**src/rtl/sa_ax_channel_arbiter_pkg.sv**
```systemverilog
// Shared definitions for the slave-side Ax channel arbiter and the master dispatchers.
// Ax payload packing order (MSB to LSB) is {ID, ADDR, BURST, LEN, SIZE}.
package sa_ax_channel_arbiter_pkg;

   typedef enum logic {
      AX_IDLE,
      AX_HOLD
   } ax_state_t;

   // A single master still needs a one-bit index so the slave-side ID keeps a defined layout.
   function automatic int mst_id_width(input int mst_amt);
      return (mst_amt > 1) ? $clog2(mst_amt) : 1;
   endfunction

   function automatic int ax_payload_width(
      input int id_w,
      input int addr_w,
      input int burst_w,
      input int len_w,
      input int size_w
   );
      return id_w + addr_w + burst_w + len_w + size_w;
   endfunction

endpackage

```
**src/rtl/sa_ax_channel_arbiter_fifo.sv**
```systemverilog
// Small synchronous FIFO used as the grant-order queue for the slave xDATA channel.
// A push on a full FIFO is only taken when a pop frees the head in the same cycle.
module sa_ax_channel_arbiter_fifo #(
   parameter int DATA_WIDTH = 1,
   parameter int FIFO_DEPTH = 8,
   parameter int CNT_W      = $clog2(FIFO_DEPTH) + 1,
   parameter int PTR_W      = (FIFO_DEPTH > 1) ? $clog2(FIFO_DEPTH) : 1
)(
   input  logic                  clk,
   input  logic                  rst_n,
   input  logic                  push,
   input  logic [DATA_WIDTH-1:0] push_data,
   input  logic                  pop,
   output logic [DATA_WIDTH-1:0] head,
   output logic                  empty,
   output logic                  full,
   output logic [CNT_W-1:0]      count
);

   logic [DATA_WIDTH-1:0] mem [FIFO_DEPTH];
   logic [PTR_W-1:0]      wr_ptr;
   logic [PTR_W-1:0]      rd_ptr;
   logic                  do_push;
   logic                  do_pop;

   // Depth need not be a power of two, so pointers wrap on an explicit compare.
   function automatic logic [PTR_W-1:0] ptr_inc(input logic [PTR_W-1:0] ptr);
      return (ptr == PTR_W'(FIFO_DEPTH - 1)) ? '0 : ptr + 1'b1;
   endfunction

   assign do_pop  = pop && !empty;
   assign do_push = push && (!full || do_pop);

   always_ff @(posedge clk or negedge rst_n) begin
      if (!rst_n) begin
         wr_ptr <= '0;
         rd_ptr <= '0;
         count  <= '0;
      end else begin
         if (do_push) begin
            wr_ptr <= ptr_inc(wr_ptr);
         end
         if (do_pop) begin
            rd_ptr <= ptr_inc(rd_ptr);
         end
         case ({do_push, do_pop})
            2'b10:   count <= count + 1'b1;
            2'b01:   count <= count - 1'b1;
            default: count <= count;
         endcase
      end
   end

   always_ff @(posedge clk) begin
      if (do_push) begin
         mem[wr_ptr] <= push_data;
      end
   end

   assign head  = mem[rd_ptr];
   assign empty = (count == '0);
   assign full  = (count == CNT_W'(FIFO_DEPTH));

endmodule

```
**src/rtl/sa_ax_channel_arbiter.sv**
```systemverilog
// Slave-side AW/AR arbiter: round-robin grant among master dispatchers, one registered
// output slot, and a grant-order FIFO that steers the slave xDATA channel.
module sa_ax_channel_arbiter
   import sa_ax_channel_arbiter_pkg::*;
#(
   parameter int MST_AMT           = 2,
   parameter int OUTSTANDING_AMT   = 8,
   parameter int OUTST_CTN_W       = $clog2(OUTSTANDING_AMT) + 1,
   parameter int ADDR_WIDTH        = 32,
   parameter int TRANS_MST_ID_W    = 5,
   parameter int TRANS_BURST_W     = 2,
   parameter int TRANS_DATA_LEN_W  = 3,
   parameter int TRANS_DATA_SIZE_W = 3,
   parameter int MST_ID_W          = mst_id_width(MST_AMT),
   parameter int TRANS_SLV_ID_W    = TRANS_MST_ID_W + MST_ID_W
)(
   input  logic                                  ACLK_i,
   input  logic                                  ARESETn_i,
   input  logic [TRANS_MST_ID_W*MST_AMT-1:0]     m_AxID_i,
   input  logic [ADDR_WIDTH*MST_AMT-1:0]         m_AxADDR_i,
   input  logic [TRANS_BURST_W*MST_AMT-1:0]      m_AxBURST_i,
   input  logic [TRANS_DATA_LEN_W*MST_AMT-1:0]   m_AxLEN_i,
   input  logic [TRANS_DATA_SIZE_W*MST_AMT-1:0]  m_AxSIZE_i,
   input  logic [MST_AMT-1:0]                    m_AxVALID_i,
   output logic [MST_AMT-1:0]                    m_AxREADY_o,
   output logic [TRANS_SLV_ID_W-1:0]             s_AxID_o,
   output logic [ADDR_WIDTH-1:0]                 s_AxADDR_o,
   output logic [TRANS_BURST_W-1:0]              s_AxBURST_o,
   output logic [TRANS_DATA_LEN_W-1:0]           s_AxLEN_o,
   output logic [TRANS_DATA_SIZE_W-1:0]          s_AxSIZE_o,
   output logic                                  s_AxVALID_o,
   input  logic                                  s_AxREADY_i,
   input  logic                                  s_xVALID_i,
   input  logic                                  s_xREADY_i,
   input  logic                                  s_xLAST_i,
   output logic [MST_ID_W-1:0]                   dsp_xDATA_mst_id_o,
   output logic                                  dsp_xDATA_disable_o,
   output logic [OUTST_CTN_W-1:0]                outst_ctn_o
);

   localparam int PAYLOAD_W = ax_payload_width(TRANS_SLV_ID_W, ADDR_WIDTH, TRANS_BURST_W,
                                               TRANS_DATA_LEN_W, TRANS_DATA_SIZE_W);
   localparam int SIZE_LSB  = 0;
   localparam int LEN_LSB   = SIZE_LSB + TRANS_DATA_SIZE_W;
   localparam int BURST_LSB = LEN_LSB + TRANS_DATA_LEN_W;
   localparam int ADDR_LSB  = BURST_LSB + TRANS_BURST_W;
   localparam int ID_LSB    = ADDR_LSB + ADDR_WIDTH;

   logic [TRANS_MST_ID_W-1:0]    mst_id    [MST_AMT];
   logic [ADDR_WIDTH-1:0]        mst_addr  [MST_AMT];
   logic [TRANS_BURST_W-1:0]     mst_burst [MST_AMT];
   logic [TRANS_DATA_LEN_W-1:0]  mst_len   [MST_AMT];
   logic [TRANS_DATA_SIZE_W-1:0] mst_size  [MST_AMT];

   ax_state_t             state;
   ax_state_t             state_next;
   logic [MST_ID_W-1:0]   rr_ptr;
   logic [MST_ID_W-1:0]   grant_idx;
   logic                  grant_found;
   logic [MST_ID_W:0]     cand_sum;
   logic [MST_ID_W-1:0]   cand;
   logic [PAYLOAD_W-1:0]  sel_payload;
   logic [PAYLOAD_W-1:0]  payload_q;
   logic                  load_slot;
   logic                  s_hs;
   logic                  pop_req;
   logic                  push;
   logic                  pop;
   logic                  space;
   logic                  accept;
   logic                  fifo_empty;
   logic                  fifo_full;

   for (genvar k = 0; k < MST_AMT; k++) begin : g_unpack
      assign mst_id[k]    = m_AxID_i[k*TRANS_MST_ID_W +: TRANS_MST_ID_W];
      assign mst_addr[k]  = m_AxADDR_i[k*ADDR_WIDTH +: ADDR_WIDTH];
      assign mst_burst[k] = m_AxBURST_i[k*TRANS_BURST_W +: TRANS_BURST_W];
      assign mst_len[k]   = m_AxLEN_i[k*TRANS_DATA_LEN_W +: TRANS_DATA_LEN_W];
      assign mst_size[k]  = m_AxSIZE_i[k*TRANS_DATA_SIZE_W +: TRANS_DATA_SIZE_W];
   end

   // Round-robin: first requester at or above rr_ptr, wrapping by compare so any MST_AMT works.
   always_comb begin
      grant_found = 1'b0;
      grant_idx   = '0;
      cand_sum    = '0;
      cand        = '0;
      for (int i = 0; i < MST_AMT; i++) begin
         cand_sum = {1'b0, rr_ptr} + (MST_ID_W + 1)'(i);
         if (cand_sum >= (MST_ID_W + 1)'(MST_AMT)) begin
            cand_sum = cand_sum - (MST_ID_W + 1)'(MST_AMT);
         end
         cand = cand_sum[MST_ID_W-1:0];
         if (!grant_found && m_AxVALID_i[cand]) begin
            grant_found = 1'b1;
            grant_idx   = cand;
         end
      end
   end

   assign sel_payload = {grant_idx, mst_id[grant_idx], mst_addr[grant_idx],
                         mst_burst[grant_idx], mst_len[grant_idx], mst_size[grant_idx]};

   assign s_AxVALID_o = (state == AX_HOLD);
   assign s_hs        = s_AxVALID_o && s_AxREADY_i;
   assign push        = s_hs;
   assign pop_req     = s_xVALID_i && s_xREADY_i && s_xLAST_i;
   assign pop         = pop_req && !fifo_empty;

   // The held slot counts as outstanding: it enters the FIFO on the same edge it leaves.
   assign space  = (int'(outst_ctn_o) + int'(push) - int'(pop)) < OUTSTANDING_AMT;
   assign accept = ((state == AX_IDLE) || s_hs) && space && grant_found;

   always_ff @(posedge ACLK_i or negedge ARESETn_i) begin
      if (!ARESETn_i) begin
         state <= AX_IDLE;
      end else begin
         state <= state_next;
      end
   end

   always_comb begin
      state_next  = state;
      m_AxREADY_o = '0;
      load_slot   = 1'b0;
      case (state)
         AX_IDLE: begin
            if (accept) begin
               state_next = AX_HOLD;
            end
         end
         AX_HOLD: begin
            if (s_hs && !accept) begin
               state_next = AX_IDLE;
            end
         end
      endcase
      if (accept) begin
         m_AxREADY_o[grant_idx] = 1'b1;
         load_slot              = 1'b1;
      end
   end

   always_ff @(posedge ACLK_i or negedge ARESETn_i) begin
      if (!ARESETn_i) begin
         payload_q <= '0;
         rr_ptr    <= '0;
      end else if (load_slot) begin
         payload_q <= sel_payload;
         rr_ptr    <= (grant_idx == MST_ID_W'(MST_AMT - 1)) ? '0 : grant_idx + 1'b1;
      end
   end

   assign s_AxID_o    = payload_q[ID_LSB +: TRANS_SLV_ID_W];
   assign s_AxADDR_o  = payload_q[ADDR_LSB +: ADDR_WIDTH];
   assign s_AxBURST_o = payload_q[BURST_LSB +: TRANS_BURST_W];
   assign s_AxLEN_o   = payload_q[LEN_LSB +: TRANS_DATA_LEN_W];
   assign s_AxSIZE_o  = payload_q[SIZE_LSB +: TRANS_DATA_SIZE_W];

   sa_ax_channel_arbiter_fifo #(
      .DATA_WIDTH (MST_ID_W),
      .FIFO_DEPTH (OUTSTANDING_AMT),
      .CNT_W      (OUTST_CTN_W)
   ) u_order_fifo (
      .clk       (ACLK_i),
      .rst_n     (ARESETn_i),
      .push      (push),
      .push_data (payload_q[PAYLOAD_W-1 -: MST_ID_W]),
      .pop       (pop),
      .head      (dsp_xDATA_mst_id_o),
      .empty     (fifo_empty),
      .full      (fifo_full),
      .count     (outst_ctn_o)
   );

   assign dsp_xDATA_disable_o = fifo_empty;

   pop_while_empty_a : assert property (@(posedge ACLK_i) disable iff (!ARESETn_i)
      !(pop_req && fifo_empty))
      else $warning("order FIFO: xLAST handshake with no outstanding burst, ignored");

   push_while_full_a : assert property (@(posedge ACLK_i) disable iff (!ARESETn_i)
      !(push && fifo_full && !pop))
      else $error("order FIFO: push on full FIFO without a pop");

endmodule

```
**config.mk**
```make
export PLATFORM = sky130hd
export DESIGN_NAME = sa_ax_channel_arbiter
export DESIGN_NICKNAME = d
export VERILOG_FILES = /design/src/rtl/sa_ax_channel_arbiter_pkg.sv /design/src/rtl/sa_ax_channel_arbiter_fifo.sv /design/src/rtl/sa_ax_channel_arbiter.sv
export SDC_FILE = /design/constraint.sdc
export NUM_CORES = 1
export LEC_CHECK = 0
export ABC_CLOCK_PERIOD_IN_PS = 3900
export BUFFER_PORTS_ARGS = -buffer_cell sky130_fd_sc_hd__buf_2
export CAP_MARGIN = 20
export CORE_UTILIZATION = 24
export DETAILED_ROUTE_END_ITERATION = 8
export MAX_ROUTING_LAYER = met4
export PLACE_DENSITY = 0.44
export RECOVER_POWER = 50
export SYNTH_ARGS = -nofsm -noshare
export SYNTH_HDL_FRONTEND = slang
export SYNTH_SLANG_ARGS = --single-unit
```
**constraint.sdc**
```tcl
create_clock -name ACLK_i -period 3.9 [get_ports ACLK_i]
set_clock_uncertainty 0.1 [all_clocks]
set_input_delay 0.78 -clock ACLK_i [delete_from_list [all_inputs] [get_ports ACLK_i]]
set_output_delay 0.78 -clock ACLK_i [all_outputs]
set_load 0.02 [all_outputs]
```
==> results by group <==
Worst setup path
  – Largest driver fanout on the critical path: 5
  – Critical path class: reg2out
  – Worst reg2reg setup slack: 510 ps
  – Endpoint arrival time on the critical path: 2830 ps
  – Beginning of the critical path: u_order_fifo.count[2]
  – CP Data Required Time: 3020 ps
  – Worst Reg2Reg Path Length in Cells: 13
  – Reg-to-Reg Start: u_order_fifo.count[3]
  – Category of the worst setup path capture point: output pin
  – Element type at the critical path start: flip-flop

Detailed routing
  – Routed length per instance: 16.26 um
  – DRC marker count from the first detailed-route iteration: 150
  – Number of nets with antenna violations after detailed routing: 0
  – DRC Markers: 0
  – Routed vias/inst: 4.812
  – Total iterations of the first detailed-routing run: 4
  – Final routed wirelength across all metal layers: 11870 um
  – Count of vias placed by the detailed router: 3513

Logic synthesis
  – Per-instance average area after synthesis: 10.55 um^2
  – Count of warnings emitted by yosys: 0
  – Number of storage elements in the synthesis netlist: 66
  – Top FF cell, synth: dfrtp_1
  – Synthesized instance count: 374
  – Post-synth EDFFs: 8
  – Post-synthesis async set-or-reset flop share: 87.88%
  – Cell taking the most area after synthesis: dfrtp_1
  – Seq/Total Area, Yosys: 42.85%
  – Nets in the synthesized netlist: 486
  – Fraction of post-synthesis cell area in the top cell type by area: 36.77%
  – Post-synthesis cell type count: 42
  – Area contributors post-synth: dfrtp_1, a22oi_2, a211oi_1, and3_1, a21oi_1
  – Area of the mapped netlist: 3948 um^2

Clock tree
  – Cell at the root of the clock tree: clkbuf_16
  – Clock sinks: 66
  – Hold bufs inserted after CTS: 0
  – Maximum buffer depth of the clock tree: 2
  – H-tree depth reported by CTS: 3
  – TritonCTS buffer count: 9
  – Clock transition at path regs: 50 ps
  – CTS tree: built
  – Insertion delay of the later-clocked pin in the worst-skew pair: 330 ps

Final layout
  – Relative area change from synthesis to final layout: 31.00%
  – Final cell count without fillers: 730
  – Count of antenna diodes in the layout: 0
  – # fillers: 1695
  – Fraction of final layout cells with drive strength greater than 1: 39.11%
  – Nets: 621

Power and ir drop
  – Cell Int Power: 0.002703 W
  – Switching part of the total: 47.76%
  – Clk network pwr share: 15.3%
  – Total power after layout: 0.005174 W
  – Static Leakage: 2.273 nW
  – Proportion of power drawn by flip-flops and latches: 25.2%
  – Power Density: 1000 nW/um^2
  – Portion of total power attributed to combinational logic: 59.5%
  – Switching power total: 0.002471 W
  – Peak supply drop: 0.6387 mV

Outcome
  – Run status: finished with violations
  – Failing checks: capacitance limit, slew limit

Hold path
  – Hold Crit Start: u_order_fifo.rd_ptr[2]
  – Min-Delay Path Class: reg2reg
  – Hold path depth: 1

Timing
  – Max Clock Freq: 0.2698 GHz
  – Final-report hold violation count: 0
  – Remaining max-slew budget at the tightest pin: -29.02%
  – Post-route minimum period: 3706 ps
  – Count of final max-slew check failures: 34
  – Measured slew at the worst slew-check pin: 1935 ps
  – Fin crit share: 95.02%
  – Number of endpoints failing setup at the final stage: 0

Global route
  – Met3 Usage GRT: 5.125%
  – Via count of the first global-routing pass: 3589
  – Total gr overflow: 0
  – Global Route met2 Usage: 25.06%
  – Largest net degree at the start of global routing: 50
  – First-pass GRT wire length: 18830 um
  – Total global routing track utilization: 15.16%
  – Initial antenna violation count: 0
  – Met1 Usage GRT: 17.79%
  – GRT busiest layer: met2

Placement
  – Number of instances in the placed design: 711
  – Final Wtd Congestion: 0.6798
  – I/O Buffers: 152
  – Post-detailed-placement half-perimeter wirelength: 8238 um

Floorplanning
  – Horiz. Die Dim: 130.3 um
  – Die span in y: 130.3 um
  – Placement Rows: 46
  – Top-Level Pins: 153
  – Die Outline Area: 16970 um^2
  – Effective utilization at floorplan: 24.76%
  – Core area: 15940 um^2

Flow run
  – Max-cap violation count: 1
## power groups by stage
| stage | registers, W | logic [W] | clock network [W] |
|---|---|---|---|
| floorplan | 0.00159 | 0.00201 | 0 |
| global placement | 0.00130 | 0.00304 | 0 |
| detailed placement | 0.00131 | 0.00311 | 0 |
| CTS | 0.00130 | 0.00312 | 0.000819 |
| global route | 0.00135 | 0.00338 | 0.000844 |
| finish | 0.00130 | 0.00308 | 0.000792 |
## metrics by stage
step	setup TNS [ps]	utilization (%)	area, um^2	hold slack [ps]	setup WS (ps)
2_1_floorplan	0	-	3948	384.4	39.65
3_3_place_gp	0	30.53	4867	445.0	382.3
3_5_place_dp	0	30.53	4867	460.4	376.8
4_1_cts	0	32.37	5161	465.8	39.47
5_1_grt	-5.174	32.44	5171	495.2	-5.174
6_report	0	32.44	5171	465.5	194.2
## metal layers
metal	up-vias	wire, um
met2	93	5879
li1	1706	-
met4	0	109
met3	11	672
met1	1703	5205
met5	-	0
## layout make-up
class / instances / area [um^2] / share of cell area (%)
Clock buffer: 15 / 289.0 / 5.589
Tap cell: 216 / 270.3 / 5.226
Multi-Input combinational cell: 261 / 2067 / 39.97
Inverter: 6 / 22.52 / 0.4355
Clock inverter: 1 / 5.005 / 0.09678
Sequential cell: 66 / 1693 / 32.74
Timing Repair Buffer: 165 / 824.5 / 15.94
## cell usage in the layout (no fill, tap or decap), types with 10 or more instances in the layout
master / count
clkbuf_1: 30
buf_2: 124
a22oi_1: 16
a211oi_1: 45
a22oi_2: 30
a21oi_1: 48
ha_1: 13
and3_1: 45
buf_4: 13
clkbuf_16: 10
dfrtp_1: 57
## sequential cells by signal, summed over array words and instances, names as in the netlist
name	flops
payload_q	46
u_order_fifo.mem	8
u_order_fifo.count	4
u_order_fifo.rd_ptr	3
u_order_fifo.wr_ptr	3
rr_ptr	1
s_AxVALID_o	1
## worst max-delay path, stage by stage, from the launching register on
cell and delay (ps):
dfrtp_1 380, inv_1 110, ha_1 250, nor3b_4 170, nor2_2 140, ha_1 150
inv_1 40, ha_1 260, nand4_1 130, o21ai_4 170, mux2_4 350, nor3b_2 160
buf_4 160
## path summary, 6_finish.rpt
check / end
setup / recovery: m_AxREADY_o[0]
hold reg to reg: u_order_fifo.rd_ptr[2]
setup reg to reg: payload_q[45]
min in group asynchronous: u_order_fifo.count[1]
hold / removal: u_order_fifo.rd_ptr[2]
max in group asynchronous: payload_q[43]
## repair_timing
action	CTS	global route
setup endpoints to repair	0	2
buffers inserted	0	3
gates resized for setup	0	6
## cell usage after synthesis, types with 3 or more instances
| cell type | number |
|---|---|
| a211oi_1 | 45 |
| nor3_1 | 5 |
| a22oi_2 | 30 |
| ha_1 | 13 |
| buf_2 | 18 |
| edfxtp_1 | 8 |
| nand2b_1 | 4 |
| clkbuf_1 | 17 |
| o21ai_2 | 3 |
| dfrtp_1 | 58 |
| mux2_1 | 3 |
| and3_1 | 45 |
| a22oi_1 | 16 |
| buf_6 | 5 |
| mux2i_1 | 4 |
| nand2_1 | 5 |
| mux2_2 | 4 |
| nor2_1 | 8 |
| a21oi_1 | 48 |
| inv_1 | 6 |
## cells by family (layout without fill, tap and decap cells)
group / Yosys count / after routing / share of synthesized area (%)
AO/OA/AOI/OAI: 150 / 150 / 29.45
AND/OR/NAND/NOR: 80 / 80 / 11.95
flip-flops: 66 / 66 / 42.85
buffers and inverters: 47 / 187 / 6.086
adder cells (fa/ha/maj): 14 / 14 / 4.628
multiplexers: 13 / 13 / 4.152
XOR/XNOR: 4 / 4 / 0.8876
No activity file was read; power rests on OpenSTA's default activity.
